===== src/rtl/fifosync.sv =====
// fifosync: single-clock FIFO with a registered occupancy count and sticky overflow/underflow flags.
// Latency: an accepted pop shows on rd_data one cycle later; FIFOSYNC_FWFT_EN shows the head combinationally.
// Backpressure: writes are dropped while full (overflow), pops are ignored while empty (underflow).
module fifosync #(
    parameter int DW     = 16,
    parameter int AW     = 4,
    parameter int AFULL  = (1 << AW) - 1,
    parameter int AEMPTY = 1
) (
    input  logic          clk,
    input  logic          rst_n,
    input  logic          wr_en,
    input  logic [DW-1:0] wr_data,
    input  logic          rd_en,
    output logic [DW-1:0] rd_data,
    output logic          full,
    output logic          empty,
    output logic          almost_full,
    output logic          almost_empty,
    output logic [AW:0]   count,
    output logic          overflow,
    output logic          underflow
);

    localparam int          DEPTH    = 1 << AW;
    localparam logic [AW:0] DEPTH_C  = (AW+1)'(DEPTH);
    localparam logic [AW:0] AFULL_C  = (AW+1)'(AFULL);
    localparam logic [AW:0] AEMPTY_C = (AW+1)'(AEMPTY);
    localparam logic [AW:0] ONE      = (AW+1)'(1);

    logic [DW-1:0] mem [DEPTH];
    logic [AW:0]   wr_ptr;
    logic [AW:0]   rd_ptr;
    logic          wr_acc;
    logic          rd_acc;

    // Flags come only from the count register, so enables never reach them combinationally.
    assign full         = (count == DEPTH_C);
    assign empty        = (count == '0);
    assign almost_full  = (count >= AFULL_C);
    assign almost_empty = (count <= AEMPTY_C);

    assign wr_acc = wr_en && !full;
    assign rd_acc = rd_en && !empty;

    always_ff @(posedge clk) begin
        if (rst_n && wr_acc) begin
            mem[wr_ptr[AW-1:0]] <= wr_data;
        end
    end

    always_ff @(posedge clk) begin
        if (!rst_n) begin
            wr_ptr    <= '0;
            rd_ptr    <= '0;
            count     <= '0;
            overflow  <= 1'b0;
            underflow <= 1'b0;
        end else begin
            if (wr_acc) begin
                wr_ptr <= wr_ptr + ONE;
            end
            if (rd_acc) begin
                rd_ptr <= rd_ptr + ONE;
            end
            if (wr_acc && !rd_acc) begin
                count <= count + ONE;
            end else if (rd_acc && !wr_acc) begin
                count <= count - ONE;
            end
            if (wr_en && full) begin
                overflow <= 1'b1;
            end
            if (rd_en && empty) begin
                underflow <= 1'b1;
            end
        end
    end

`ifdef FIFOSYNC_FWFT_EN
    assign rd_data = empty ? '0 : mem[rd_ptr[AW-1:0]];
`else
    always_ff @(posedge clk) begin
        if (!rst_n) begin
            rd_data <= '0;
        end else if (rd_acc) begin
            rd_data <= mem[rd_ptr[AW-1:0]];
        end
    end
`endif

endmodule


===== config.mk =====
export PLATFORM = sky130hd
export DESIGN_NAME = fifosync
export DESIGN_NICKNAME = d
export VERILOG_FILES = /design/src/rtl/fifosync.sv
export SDC_FILE = /design/constraint.sdc
export NUM_CORES = 1
export LEC_CHECK = 0
export ABC_CLOCK_PERIOD_IN_PS = 4000
export BUFFER_PORTS_ARGS = -buffer_cell sky130_fd_sc_hd__buf_2
export CORE_AREA = 2 2 193 195
export DETAILED_ROUTE_END_ITERATION = 8
export DIE_AREA = 0 0 195 197
export SLEW_MARGIN = 10
export SYNTH_ARGS = -nofsm -noshare
export SYNTH_HDL_FRONTEND = slang
export SYNTH_SLANG_ARGS = --single-unit

===== constraint.sdc =====
create_clock -name clk -period 4 [get_ports clk]
set_input_delay 0.8 -clock clk [delete_from_list [all_inputs] [get_ports clk]]
set_output_delay 0.8 -clock clk [all_outputs]
set_load 0.01 [all_outputs]

==> results.json <==
{
  "drc": 0,
  "crit_cells": 10,
  "viasPerCell": 4.85,
  "dr.pass1.iters": 5,
  "clock.fmax_mhz": 337,
  "r2r-start": "count[0]$_SDFFE_PN0P_",
  "synth_commonest_cells": "edfxtp_1 (256), mux4_2 (64), mux2i_1 (33), dfxtp_1 (31), nand3_1 (21)",
  "rsz0062_at_grt": "no",
  "crit_chain": "inv_1 -> ha_1 -> or4b_4 -> and2_4 -> clkinv_2 -> ha_1 -> or4_1 -> a21oi_1 -> xor2_1 -> and2_1",
  "crit_buf_inv": 2,
  "ys_ff_latch": 287,
  "drive_gt1_share_pct": 29.9,
  "yosys.area.top_type": "edfxtp_1",
  "cp_max_fo": 21,
  "synthFlopType": "edfxtp_1",
  "port_buffers": 46,
  "synthCells": 549,
  "crit_top_cell": "ha_1",
  "syn2layout_area_growth_pct": 15.5,
  "first_global_vias": 5524,
  "netlist_top_cells_area": "edfxtp_1 (69%), mux4_2 (13%), dfxtp_1 (5.6%), mux2i_1 (3.0%), o221ai_1 (1.3%)",
  "die_x_um": 195,
  "whs_ns": 0.483,
  "post_cts_buffers": 0,
  "grt_usage_pct": 12.6,
  "h-tree-depth": 1,
  "reg2reg_depth": 10,
  "syn-num-nets": 580,
  "layout_min_cycle_time_ns": 2.97,
  "p_sw_share_pct": 24.5,
  "peakVddDrop_uv": 293,
  "syn-cell-area_um2": 11100,
  "dp.final_hpwl_mm": 14.4,
  "path_clk_slew_ns": 0.06,
  "syn_area_per_cell_um2": 20.3,
  "ff2ff_setup_slack_ns": 1.03,
  "fin_util_pct": 35.4,
  "synth_seq_area_share_pct": 74.7,
  "post_cts_resized": 0,
  "power.share.sequential_pct": 52.7,
  "p_clk_share_pct": 35.6,
  "vias": 5364,
  "slowest_stage": "dfxtp_1",
  "slowest_delay_ns": 0.47,
  "power_w": 0.00673,
  "crit_path_end": "count[3]$_SDFFE_PN0P_",
  "slew_headroom_pct": 28.4,
  "finalNonFillerCells": 1105,
  "arrival_ns": 3.40,
  "synth_enable_flop_cells": 256,
  "core_um2": 36300,
  "cts.sinks": 287,
  "clkLatencyLatePin_ns": 0.54,
  "max_cap_viol_count": 0,
  "combPwrFrac_pct": 11.6,
  "placed_cells": 1055,
  "rows": 70,
  "antenna_found_initial": 1,
  "start_util_pct": 30.7,
  "skew_ns": 0.00903,
  "cts_tree": "built",
  "numCtsBuffers": 28,
  "async_flop_share_pct": 0,
  "post_drt_wl_per_cell_um": 21.5,
  "worstMarginPinSlew_ns": 1.07,
  "yosysMostFrequentCell": "edfxtp_1",
  "wl_mm": 23.8,
  "fin_crit_sh_pct": 74.2,
  "clockBufferDepth": 3,
  "routed-wl-met2_mm": 11.5,
  "grt_pass1_wl_mm": 36.1,
  "final_max_slew_viol_count": 0,
  "die_y_um": 197,
  "ant_nets": 0,
  "cts_root_buf": "clkbuf_16",
  "crit_path_start_kind": "register",
  "crit_path_end_kind": "register",
  "finalSetupTns_ns": 0,
  "yosys_warnings": 0,
  "p_leak_nw": 4.02,
  "status": "finished clean",
  "ios": 47,
  "fin_nets": 648,
  "netlist.area_leader.share_pct": 69.1,
  "setup_viol": 0,
  "rr_endpoint": "count[3]$_SDFFE_PN0P_",
  "fillers": 3394,
  "power.density_nw_per_um2": 524,
  "initialDrtViolationCount": 400,
  "met3_wirelength_mm": 1.23,
  "startpoint": "count[0]$_SDFFE_PN0P_",
  "p_switching_w": 0.00165,
  "cts.hold.buffers_added": 0,
  "die_area_um2": 38400,
  "ys_types": 38,
  "wl_met1_mm": 10.7,
  "place_congestion": 0.708,
  "hold_viol_final": 0,
  "path_delay_family": "simple AND/OR/NAND/NOR gates",
  "cp.required_ns": 4.43,
  "overflow": 0,
  "worst-setup-path-type": "register to register",
  "internal_power_w": 0.00508,
  "routed.top_layer": "met4",
  "hp-class": "register to register",
  "grt_max_degree": 40
}
==> power groups by stage <==
stage	registers [W]	clock network, W	logic [W]
after detailed placement	0.00362	0	0.000795
final	0.00355	0.00240	0.000783
after global routing	0.00357	0.00258	0.000861
after floorplan	0.00357	0	0.000510
after CTS	0.00355	0.00245	0.000800
after global placement	0.00361	0	0.000792
==> how the worst min path moves through the flow <==
| stage | depth (start not counted) | from | end |
|---|---|---|---|
| after floorplan | 2 | rd_data[10]$_SDFFE_PN0P_ | rd_data[10]$_SDFFE_PN0P_ |
| after global placement | 2 | rd_data[4]$_SDFFE_PN0P_ | rd_data[4]$_SDFFE_PN0P_ |
| after detailed placement | 2 | rd_data[3]$_SDFFE_PN0P_ | rd_data[3]$_SDFFE_PN0P_ |
| after CTS | 2 | underflow$_SDFFE_PN0P_ | underflow$_SDFFE_PN0P_ |
| after global routing | 2 | rd_data[4]$_SDFFE_PN0P_ | rd_data[4]$_SDFFE_PN0P_ |
| final | 2 | underflow$_SDFFE_PN0P_ | underflow$_SDFFE_PN0P_ |
==> metrics by stage <==
stage	instance area, um2	setup slack, ns
6_report	12800	1.03
3_5_place_dp	12000	1.05
2_1_floorplan	11100	1.28
5_1_grt	12800	0.804
4_1_cts	12800	1.02
3_3_place_gp	12000	1.09
==> placed cells by master (no fill, tap or decap), types with 3 or more instances in the layout <==
| cell type | instances |
|---|---|
| buf_2 | 46 |
| o221ai_1 | 16 |
| mux2i_1 | 33 |
| nand3_1 | 21 |
| o21ai_0 | 4 |
| nor2b_1 | 3 |
| a21oi_1 | 7 |
| nand2_1 | 7 |
| clkinv_1 | 9 |
| ha_1 | 11 |
| xnor2_1 | 6 |
| edfxtp_1 | 256 |
| nor2_1 | 3 |
| nor2_2 | 16 |
| buf_4 | 19 |
| inv_1 | 8 |
| and2_1 | 9 |
| mux4_2 | 64 |
| clkinv_2 | 4 |
| dfxtp_1 | 28 |
| clkbuf_1 | 7 |
| a21boi_0 | 3 |
| clkbuf_16 | 28 |
==> area by class of cell <==
class | instances | area [um2] | area share [%]
Sequential cell | 287 | 8310 | 64.7
Inverter | 9 | 35.0 | 0.273
Multi-Input combinational cell | 224 | 2680 | 20.8
Antenna cell | 1 | 2.50 | 0.0195
Timing Repair Buffer | 67 | 413 | 3.21
Clock inverter | 14 | 95.1 | 0.740
Tap cell | 468 | 586 | 4.56
Clock buffer | 35 | 727 | 5.66
==> tightest hold or removal path, cell delays in order, from the launching register on <==
cell     delay [ns]
dfxtp_1        0.32
a21oi_1        0.04
nor2b_1        0.09
==> registers in the layout, summed over array words and instances (netlist names) <==
register and flops:
mem 256, count 5, overflow 1, underflow 1, rd_ptr 4, wr_ptr 4
rd_data 16
==> layer usage <==
layer | up-vias | track usage [%]
met5 | - | 0
met4 | 0 | 2.83
met3 | 25 | 2.58
met2 | 118 | 21.0
met1 | 2827 | 17.1
li1 | 2394 | -
==> cell families (layout without fill, tap and decap cells) <==
| kind of cell | Yosys count | in the layout | share of synthesized area, % |
|---|---|---|---|
| compound gates | 32 | 32 | 2.10 |
| other cells | 0 | 1 | 0 |
| mux | 97 | 97 | 15.9 |
| fa+ha+maj | 11 | 11 | 1.24 |
| flops | 287 | 287 | 74.7 |
| simple gates | 76 | 76 | 3.80 |
| xor+xnor | 8 | 8 | 0.630 |
| buf+inv | 38 | 125 | 1.63 |
Power figures use the tool's default switching activity.
